`src/rtl/miriscv_pkg.sv`:
```
// rtl/miriscv_pkg.sv - shared state, owner and counter definitions for the memory arbiter
package miriscv_pkg;

  // Arbiter FSM states
  typedef enum logic {
    ARB_IDLE = 1'b0,
    ARB_BUSY = 1'b1
  } arb_state_e;

  // Owner of the outstanding access; the value doubles as the picker's pointer encoding
  typedef enum logic {
    OWN_INSTR = 1'b0,
    OWN_DATA  = 1'b1
  } arb_owner_e;

  // Latency counter width, enough for MEM_LATENCY up to 4
  localparam int ARB_CNT_W = 2;

  // Bit positions of the two requesters in the picker's req/gnt vectors
  localparam int ARB_REQ_INSTR = 0;
  localparam int ARB_REQ_DATA  = 1;

  // Counter value loaded at grant so that it reaches zero on the response cycle
  function automatic logic [ARB_CNT_W-1:0] arb_cnt_init(input int latency);
    arb_cnt_init = ARB_CNT_W'(latency - 1);
  endfunction

endpackage

```
`src/rtl/miriscv_mem_arbiter_if.sv`:
```
// rtl/miriscv_mem_arbiter_if.sv - fetch, LSU and RAM signals seen by the memory arbiter
interface miriscv_mem_arbiter_if;

  logic        instr_req_i;
  logic [31:0] instr_addr_i;
  logic        instr_gnt_o;
  logic        instr_rvalid_o;
  logic [31:0] instr_rdata_o;

  logic        data_req_i;
  logic        data_we_i;
  logic [3:0]  data_mask_i;
  logic [31:0] data_addr_i;
  logic [31:0] data_wdata_i;
  logic        data_gnt_o;
  logic        data_rvalid_o;
  logic [31:0] data_rdata_o;

  logic        mem_req_o;
  logic        mem_we_o;
  logic [3:0]  mem_mask_o;
  logic [31:0] mem_addr_o;
  logic [31:0] mem_wdata_o;
  logic [31:0] mem_rdata_i;

  // Arbiter side
  modport slave (
    input  instr_req_i, instr_addr_i,
    output instr_gnt_o, instr_rvalid_o, instr_rdata_o,
    input  data_req_i, data_we_i, data_mask_i, data_addr_i, data_wdata_i,
    output data_gnt_o, data_rvalid_o, data_rdata_o,
    output mem_req_o, mem_we_o, mem_mask_o, mem_addr_o, mem_wdata_o,
    input  mem_rdata_i
  );

  // Core and RAM side
  modport master (
    output instr_req_i, instr_addr_i,
    input  instr_gnt_o, instr_rvalid_o, instr_rdata_o,
    output data_req_i, data_we_i, data_mask_i, data_addr_i, data_wdata_i,
    input  data_gnt_o, data_rvalid_o, data_rdata_o,
    input  mem_req_o, mem_we_o, mem_mask_o, mem_addr_o, mem_wdata_o,
    output mem_rdata_i
  );

endinterface

```
`src/rtl/miriscv_rr_arb2.sv`:
```
// rtl/miriscv_rr_arb2.sv - two-way request picker; MIRISCV_ARB_DATA_PRIO_EN selects fixed data priority
module miriscv_rr_arb2
  import miriscv_pkg::*;
(
  input  logic [1:0] i_req,
  input  logic       i_ptr,
  output logic [1:0] o_gnt,
  output logic       o_ptr_nxt
);

`ifdef MIRISCV_ARB_DATA_PRIO_EN
  // Fixed priority: data wins any tie, pointer passes through untouched
  always_comb begin
    o_gnt = 2'b00;
    if (i_req[ARB_REQ_DATA]) begin
      o_gnt[ARB_REQ_DATA] = 1'b1;
    end else if (i_req[ARB_REQ_INSTR]) begin
      o_gnt[ARB_REQ_INSTR] = 1'b1;
    end
  end

  assign o_ptr_nxt = i_ptr;
`else
  // Round robin: a lone requester wins, a tie goes to the pointer, pointer moves to the loser
  always_comb begin
    o_gnt     = 2'b00;
    o_ptr_nxt = i_ptr;
    if (i_req[ARB_REQ_DATA] && (!i_req[ARB_REQ_INSTR] || (i_ptr == OWN_DATA))) begin
      o_gnt[ARB_REQ_DATA] = 1'b1;
      o_ptr_nxt           = OWN_INSTR;
    end else if (i_req[ARB_REQ_INSTR]) begin
      o_gnt[ARB_REQ_INSTR] = 1'b1;
      o_ptr_nxt            = OWN_DATA;
    end
  end
`endif

endmodule

```
`src/rtl/miriscv_mem_arbiter.sv`:
```
// rtl/miriscv_mem_arbiter.sv - shares one RAM port between fetch and LSU; option MIRISCV_ARB_DATA_PRIO_EN
module miriscv_mem_arbiter
  import miriscv_pkg::*;
#(
  parameter int MEM_LATENCY = 1
) (
  input logic                 clk,
  input logic                 reset,
  miriscv_mem_arbiter_if.slave bus
);

  arb_state_e           r_state;
  arb_owner_e           r_owner;
  logic [ARB_CNT_W-1:0] r_cnt;

  logic       w_slot;
  logic       w_resp;
  logic [1:0] w_req;
  logic [1:0] w_gnt;
  logic       w_ptr;
  logic       w_ptr_nxt;

  // Response and issue slots are suppressed while reset is held so nothing leaks out
  assign w_resp = !reset && (r_state == ARB_BUSY) && (r_cnt == '0);
  assign w_slot = !reset && ((r_state == ARB_IDLE) || (r_cnt == '0));
  assign w_req  = w_slot ? {bus.data_req_i, bus.instr_req_i} : 2'b00;

  miriscv_rr_arb2 u_arb (
    .i_req     (w_req),
    .i_ptr     (w_ptr),
    .o_gnt     (w_gnt),
    .o_ptr_nxt (w_ptr_nxt)
  );

`ifdef MIRISCV_ARB_DATA_PRIO_EN
  assign w_ptr = OWN_DATA;
`else
  logic r_ptr;

  // Round-robin pointer, starts favouring data and flips to the loser on every grant
  always_ff @(posedge clk) begin
    if (reset) begin
      r_ptr <= OWN_DATA;
    end else if (w_gnt != 2'b00) begin
      r_ptr <= w_ptr_nxt;
    end
  end

  assign w_ptr = r_ptr;
`endif

  // Arbiter FSM: track the single outstanding access, its owner and cycles to response
  always_ff @(posedge clk) begin
    if (reset) begin
      r_state <= ARB_IDLE;
      r_owner <= OWN_INSTR;
      r_cnt   <= '0;
    end else if (w_slot) begin
      if (w_gnt != 2'b00) begin
        r_state <= ARB_BUSY;
        r_owner <= w_gnt[ARB_REQ_DATA] ? OWN_DATA : OWN_INSTR;
        r_cnt   <= arb_cnt_init(MEM_LATENCY);
      end else begin
        r_state <= ARB_IDLE;
        r_cnt   <= '0;
      end
    end else begin
      r_cnt <= r_cnt - ARB_CNT_W'(1);
    end
  end

  // Grant, RAM request and response routing; idle buses are held at zero
  always_comb begin
    bus.instr_gnt_o    = w_gnt[ARB_REQ_INSTR];
    bus.data_gnt_o     = w_gnt[ARB_REQ_DATA];
    bus.mem_req_o      = 1'b0;
    bus.mem_we_o       = 1'b0;
    bus.mem_mask_o     = 4'b0000;
    bus.mem_addr_o     = '0;
    bus.mem_wdata_o    = '0;
    bus.instr_rvalid_o = 1'b0;
    bus.instr_rdata_o  = '0;
    bus.data_rvalid_o  = 1'b0;
    bus.data_rdata_o   = '0;

    if (w_gnt[ARB_REQ_DATA]) begin
      bus.mem_req_o   = 1'b1;
      bus.mem_we_o    = bus.data_we_i;
      bus.mem_mask_o  = bus.data_mask_i;
      bus.mem_addr_o  = bus.data_addr_i;
      bus.mem_wdata_o = bus.data_wdata_i;
    end else if (w_gnt[ARB_REQ_INSTR]) begin
      bus.mem_req_o  = 1'b1;
      bus.mem_addr_o = bus.instr_addr_i;
    end

    if (w_resp) begin
      if (r_owner == OWN_DATA) begin
        bus.data_rvalid_o = 1'b1;
        bus.data_rdata_o  = bus.mem_rdata_i;
      end else begin
        bus.instr_rvalid_o = 1'b1;
        bus.instr_rdata_o  = bus.mem_rdata_i;
      end
    end
  end

endmodule

```
`src/flat_wrapper.sv`:
```
// flat-port wrapper written by rule: the top's interface ports become plain ports
module miriscv_mem_arbiter_flat import miriscv_pkg::*;
#(
  parameter int MEM_LATENCY = 1
)
  (clk, reset, bus_instr_req_i, bus_instr_addr_i, bus_instr_gnt_o, bus_instr_rvalid_o, bus_instr_rdata_o, bus_data_req_i, bus_data_we_i, bus_data_mask_i, bus_data_addr_i, bus_data_wdata_i, bus_data_gnt_o, bus_data_rvalid_o, bus_data_rdata_o, bus_mem_req_o, bus_mem_we_o, bus_mem_mask_o, bus_mem_addr_o, bus_mem_wdata_o, bus_mem_rdata_i);
  miriscv_mem_arbiter_if bus_i ();
  input logic clk;
  input logic reset;
  input wire logic [$bits(bus_i.instr_req_i)-1:0] bus_instr_req_i;
  input wire logic [$bits(bus_i.instr_addr_i)-1:0] bus_instr_addr_i;
  output wire logic [$bits(bus_i.instr_gnt_o)-1:0] bus_instr_gnt_o;
  output wire logic [$bits(bus_i.instr_rvalid_o)-1:0] bus_instr_rvalid_o;
  output wire logic [$bits(bus_i.instr_rdata_o)-1:0] bus_instr_rdata_o;
  input wire logic [$bits(bus_i.data_req_i)-1:0] bus_data_req_i;
  input wire logic [$bits(bus_i.data_we_i)-1:0] bus_data_we_i;
  input wire logic [$bits(bus_i.data_mask_i)-1:0] bus_data_mask_i;
  input wire logic [$bits(bus_i.data_addr_i)-1:0] bus_data_addr_i;
  input wire logic [$bits(bus_i.data_wdata_i)-1:0] bus_data_wdata_i;
  output wire logic [$bits(bus_i.data_gnt_o)-1:0] bus_data_gnt_o;
  output wire logic [$bits(bus_i.data_rvalid_o)-1:0] bus_data_rvalid_o;
  output wire logic [$bits(bus_i.data_rdata_o)-1:0] bus_data_rdata_o;
  output wire logic [$bits(bus_i.mem_req_o)-1:0] bus_mem_req_o;
  output wire logic [$bits(bus_i.mem_we_o)-1:0] bus_mem_we_o;
  output wire logic [$bits(bus_i.mem_mask_o)-1:0] bus_mem_mask_o;
  output wire logic [$bits(bus_i.mem_addr_o)-1:0] bus_mem_addr_o;
  output wire logic [$bits(bus_i.mem_wdata_o)-1:0] bus_mem_wdata_o;
  input wire logic [$bits(bus_i.mem_rdata_i)-1:0] bus_mem_rdata_i;
  assign bus_i.instr_req_i = bus_instr_req_i;
  assign bus_i.instr_addr_i = bus_instr_addr_i;
  assign bus_instr_gnt_o = bus_i.instr_gnt_o;
  assign bus_instr_rvalid_o = bus_i.instr_rvalid_o;
  assign bus_instr_rdata_o = bus_i.instr_rdata_o;
  assign bus_i.data_req_i = bus_data_req_i;
  assign bus_i.data_we_i = bus_data_we_i;
  assign bus_i.data_mask_i = bus_data_mask_i;
  assign bus_i.data_addr_i = bus_data_addr_i;
  assign bus_i.data_wdata_i = bus_data_wdata_i;
  assign bus_data_gnt_o = bus_i.data_gnt_o;
  assign bus_data_rvalid_o = bus_i.data_rvalid_o;
  assign bus_data_rdata_o = bus_i.data_rdata_o;
  assign bus_mem_req_o = bus_i.mem_req_o;
  assign bus_mem_we_o = bus_i.mem_we_o;
  assign bus_mem_mask_o = bus_i.mem_mask_o;
  assign bus_mem_addr_o = bus_i.mem_addr_o;
  assign bus_mem_wdata_o = bus_i.mem_wdata_o;
  assign bus_i.mem_rdata_i = bus_mem_rdata_i;
  miriscv_mem_arbiter #(.MEM_LATENCY(MEM_LATENCY)) u_core (.clk(clk), .reset(reset), .bus(bus_i));
endmodule
```
`config.mk`:
```
export PLATFORM = sky130hd
export DESIGN_NAME = miriscv_mem_arbiter_flat
export DESIGN_NICKNAME = d
export VERILOG_FILES = /design/src/rtl/miriscv_pkg.sv /design/src/rtl/miriscv_mem_arbiter_if.sv /design/src/rtl/miriscv_rr_arb2.sv /design/src/rtl/miriscv_mem_arbiter.sv /design/src/flat_wrapper.sv
export SDC_FILE = /design/constraint.sdc
export NUM_CORES = 1
export LEC_CHECK = 0
export CORE_AREA = 2 2 107 109
export DETAILED_ROUTE_END_ITERATION = 16
export DIE_AREA = 0 0 109 111
export SLEW_MARGIN = 20
export SYNTH_ARGS = -nofsm -noshare
export SYNTH_HDL_FRONTEND = slang
export SYNTH_SLANG_ARGS = --single-unit
export TNS_END_PERCENT = 100
```
`constraint.sdc`:
```
create_clock -name clk -period 2.7 [get_ports clk]
set_input_delay 0.675 -clock clk [delete_from_list [all_inputs] [get_ports clk]]
set_output_delay 0.675 -clock clk [all_outputs]
set_load 0.05 [all_outputs]
```
# --- Word-level counts from Yosys, hierarchy flattened ---
# Cells that the tools add are included.
op_classes:
  add_sub_neg: 1
  n_reduce_logical: 14
  bitwise_logic: 1
  mux: 23
ops:
  columns: ["cell", "count"]
  rows:
  - ["$mux 32", 7]
  - ["$mux 1", 14]
  - ["$logic_and 1x1->1", 4]
  - ["$mux 4", 1]
  - ["$reduce_and 2->1", 2]
  - ["$reduce_bool 2->1", 2]
  - ["$logic_not 1->1", 2]
  - ["$logic_not 2->1", 1]
  - ["$logic_or 1x1->1", 2]
  - ["$mux 2", 1]
  - ["$reduce_or 2->1", 1]
  - ["$sub 2x1->2 const B", 1]
  - ["$not 1->1", 1]
totals:
  in_bits: 137
  register_bits: 5

# --- Longest topological paths before layout ---
depth:
  ltp_word: 10
  depth_mapped: 8
  depth_no_buf: 5

# --- Cells and area by module ---
# A second synthesis with hierarchy kept.
unflattened:
  cells_unflattened: 192
  area_unflattened_um2: 1366.3
by_module_without_submodules:
  columns: ["mod", "area_per_inst_um2", "cells_each", "instances"]
  rows:
  - ["miriscv_mem_arbiter", 1338.8, 187, 1]
  - ["miriscv_rr_arb2", 27.5, 5, 1]

# --- Worst setup path after synthesis ---
# Ideal clock, no wire load.
synth_timing:
  path_type: "in2out"
  from: "in reset"
  to: "out bus_mem_req_o"
  arrival_time_ns: 2.013
  path_slack_ns: 0.012
  t_required_ns: 2.025
  path_buffers: 1
  cell_stages: 2
  cell_sequence: "buf_2 -> nor3b_1"
synth_between:
  elab_chain_cells: 9
synth_rtl:
  columns: ["item", "line", "text"]
  rows:
  - ["from (decl)", "flat_wrapper.sv:9", "input logic reset;"]
  - ["$logic_not 1->1 *", "miriscv_mem_arbiter.sv:25", "assign w_slot = !reset && ((r_state == ARB_IDLE) || (r_cnt == '0));"]
  - ["$logic_and 1x1->1 *", "miriscv_mem_arbiter.sv:25", null]
  - ["$mux 2 *", "miriscv_mem_arbiter.sv:26", "assign w_req = w_slot ? {bus.data_req_i, bus.instr_req_i} : 2'b00;"]
  - ["$logic_not 1->1", "miriscv_rr_arb2.sv:28", "if (i_req[ARB_REQ_DATA] && (!i_req[ARB_REQ_INSTR] || (i_ptr == OWN_DATA))) begin"]
  - ["$logic_or 1x1->1", "miriscv_rr_arb2.sv:28", null]
  - ["$logic_and 1x1->1", "miriscv_rr_arb2.sv:28", null]
  - ["$mux 1", "miriscv_rr_arb2.sv:28", null]
  - ["$mux 1", "miriscv_mem_arbiter.sv:92", "end else if (w_gnt[ARB_REQ_INSTR]) begin"]
  - ["$mux 1 *", "miriscv_mem_arbiter.sv:86", "if (w_gnt[ARB_REQ_DATA]) begin"]
  - ["to (decl)", "flat_wrapper.sv:23", "output wire logic [$bits(bus_i.mem_req_o)-1:0] bus_mem_req_o;"]
# Every way passes the cells marked *; elsewhere a longest branch is shown, timed or not.

# --- Worst setup path after layout ---
layout_timing:
  from: "in bus_instr_req_i"
  to: "out bus_mem_addr_o[8]"
layout_between:
  elab_chain_cells: 7
layout_rtl:
  columns: ["item", "line", "text"]
  rows:
  - ["from (decl)", "flat_wrapper.sv:10", "input wire logic [$bits(bus_i.instr_req_i)-1:0] bus_instr_req_i;"]
  - ["$mux 2 *", "miriscv_mem_arbiter.sv:26", null]
  - ["$logic_not 1->1", "miriscv_rr_arb2.sv:28", null]
  - ["$logic_or 1x1->1", "miriscv_rr_arb2.sv:28", null]
  - ["$logic_and 1x1->1", "miriscv_rr_arb2.sv:28", null]
  - ["$mux 1", "miriscv_rr_arb2.sv:28", null]
  - ["$mux 32", "miriscv_mem_arbiter.sv:92", null]
  - ["$mux 32 *", "miriscv_mem_arbiter.sv:86", null]
  - ["to (decl)", "flat_wrapper.sv:26", "output wire logic [$bits(bus_i.mem_addr_o)-1:0] bus_mem_addr_o;"]
# Marked as above.

==> impl_metrics.py <==
metrics = {
    "synth": {
        "yosysSeqAreaShare_pct": 7.54,
        "yosys-top-cells-count": "and2_1 (101), a22o_1 (32), buf_6 (9), dfxtp_1 (5), buf_2 (4)",
        "synth_ff_type": "dfxtp_1",
        "postSynthCellCount": 179,
        "avgSynthCellArea_sq_um": 7.42,
        "yosys.cell_types.count": 23,
        "synth_edf_count": 0,
        "yosysMostFrequentCell": "and2_1",
        "synth_compound_area_share_pct": 22.6,
        "synth_nets": 317,
        "synthesis.area_sq_um": 1330,
        "synth-simple-area-share_pct": 56.2,
        "synth.area.top_cells": "and2_1 (48%), a22o_1 (21%), buf_6 (7.6%)",
        "synth_top_area_share_pct": 47.6,
        "yosys.area_share.adder_pct": 0.943,
        "synthMuxAreaShare_pct": 0,
        "synth_top_family_by_area": "simple AND/OR/NAND/NOR gates",
        "async_flop_share_pct": 0,
        "synthXorXnorAreaFrac_pct": 0,
        "yosysWarningCount": 0,
        "yosysTopAreaCell": "and2_1",
        "yosys_register_bits": 5,
    },
    "sta": {
        "max_freq_mhz": 376,
        "clock_skew_ns": 0.000286,
        "slew-limit-headroom_pct": 85.2,
        "worst_pin_slew_ns": 0.221,
        "tns_ns": 0,
        "fin_crit_ns": 2.66,
        "hold_violations": 0,
        "finalSetupViolCount": 0,
        "rsz0062_at_grt": "yes",
        "fin_crit_sh_pct": 98.4,
        "drv_slew": 0,
        "hold_slack_ns": 0.406,
    },
    "cells_and_area": {
        "area_delta_synth_final_pct": 355,
        "final_cells": 604,
        "drive_above_1_share_pct": 43.4,
        "antenna_cells": 0,
        "fill_cells": 915,
        "ff_latch_area_sq_um": 101,
        "final_area_sq_um": 6050,
        "multi_input_area_sq_um": 1200,
        "finish.utilization_pct": 54.6,
        "fin_nets": 600,
    },
    "clocking": {
        "root_buffer": "clkbuf_16",
        "clk_pin_slew_worst_paths_ns": 0.03,
        "clock_latency_ns": 0.23,
        "clock-sinks": 5,
        "clock_path_buffers": 2,
        "numCtsBuffers": 3,
        "cts_max_level": 1,
        "ctsHoldBuffers": 0,
        "cts_tree": "yes",
    },
    "detailed_routing": {
        "vias": 2409,
        "vias_per_cell": 3.99,
        "postRouteWirelength_um": 10400,
        "drtPass1Iterations": 4,
        "drt_iter0_markers": 85,
        "ant_nets": 0,
        "wl_per_cell_um": 17.2,
        "drc_errors": 0,
    },
    "floorplanning": {
        "core_sq_um": 11100,
        "die-area_sq_um": 12100,
        "fp-row-count": 39,
        "initial_utilization_pct": 12.0,
        "die_w_um": 109,
        "die_h_um": 111,
        "io_pins": 275,
    },
    "setup_path": {
        "path_class": "in -> out",
        "cp.arrival_ns": 1.98,
        "path_max_fanout": 9,
        "start_kind": "primary input",
        "worstPathRequired_ns": 2.03,
        "endpoint_kind": "primary output",
    },
    "placed_design": {
        "placed_area_sq_um": 5620,
        "place_congestion": 0.874,
        "place_inst": 589,
        "dpl.hpwl_um": 8250,
        "port_buffers": 274,
    },
    "global_routing": {
        "grt_pass1_wl_um": 15200,
        "overflow": 0,
        "antenna_found_initial": 0,
        "grt_pass1_vias": 2521,
        "grt_use_total_pct": 16.6,
        "grt_max_degree": 36,
    },
    "hold_path": {
        "hp-class": "reg -> reg",
    },
    "power": {
        "p_leak_nw": 2.51,
        "vdd_ir_drop_max_uv": 195,
        "power_density_nw_per_um2": 240,
    },
    "run": {
        "drv_cap": 0,
    },
    "status": {
        "outcome": "completed",
    },
}
-- cells in the final DEF, fill, tap and decap left out, drive strengths merged --
cell / n
or2: 1
dlygate4sd2: 1
a21oi: 2
nor3b: 1
buf: 163
nand2: 3
and2: 101
nand2b: 2
dfxtp: 5
a22o: 32
nor4bb: 1
clkdlybuf4s50: 133
inv: 2
clkdlybuf4s15: 1
clkbuf: 4
nor2b: 1
nor3: 3
and4b: 1
ha: 1
a221o: 1
nor2: 2
-- repair_timing --
item	4_1_cts	5_1_grt
cloned	6	0
setup buffers	8	1
setup endpoints to repair	137	20
pin swaps	19	6
resized for setup	45	4
-- power breakdown --
part	switching [mW]	internal (mW)
sequential	0.00404	0.0780
clock	0.0484	0.196
combinational	0.514	0.613
-- per-stage QoR --
step | total power, mW | setup slack [ns]
3_3_place_gp | 1.13 | -0.289
5_1_grt | 1.50 | -0.0209
6_report | 1.45 | 0.0438
3_5_place_dp | 1.14 | -0.326
2_1_floorplan | 0.510 | 0.0123
4_1_cts | 1.47 | 0.00103
-- final cells by class --
type	count	share of cell area, %
Clock buffer	4	1.30
Multi-Input combinational cell	152	19.9
Tap cell	143	2.96
Timing Repair Buffer	298	74.0
Inverter	2	0.124
Sequential cell	5	1.68
-- layer usage --
metal	track usage, %	share of wire, %
met2	31.3	53
met4	2.31	0.81
met3	3.70	8.7
met5	0	0
met1	18.9	37
-- worst max-delay path, cell delays in order --
cell      delay [ns]
buf_6           0.09
nor2b_4         0.13
nor4bb_4        0.30
buf_4           0.18
buf_6           0.13
buf_12          0.13
a22o_1          0.19
buf_12          0.14
-- flip-flops by register name (all words and copies together), names as in the netlist --
register        cells
u_core.r_owner      1
u_core.r_cnt        2
u_core.r_state      1
u_core.r_ptr        1
-- path summary, 6_finish.rpt --
path                         startpoint                     endpoint  slack, ns  cells past startpoint
min reg2reg  u_core.r_cnt[0]$_SDFF_PP0_   u_core.r_cnt[0]$_SDFF_PP0_       0.41                      1
max                     bus_instr_req_i            bus_mem_addr_o[8]       0.04                      8
min          u_core.r_cnt[0]$_SDFF_PP0_   u_core.r_cnt[0]$_SDFF_PP0_       0.41                      1
max reg2reg  u_core.r_cnt[0]$_SDFF_PP0_  u_core.r_owner$_SDFFE_PP0P_       1.13                      7
-- logic make-up after synthesis --
kind of cell | Yosys count
simple gates | 116
compound gates | 35
buf+inv | 22
flops | 5
fa+ha+maj | 1
(Power assumes the default switching activity.)
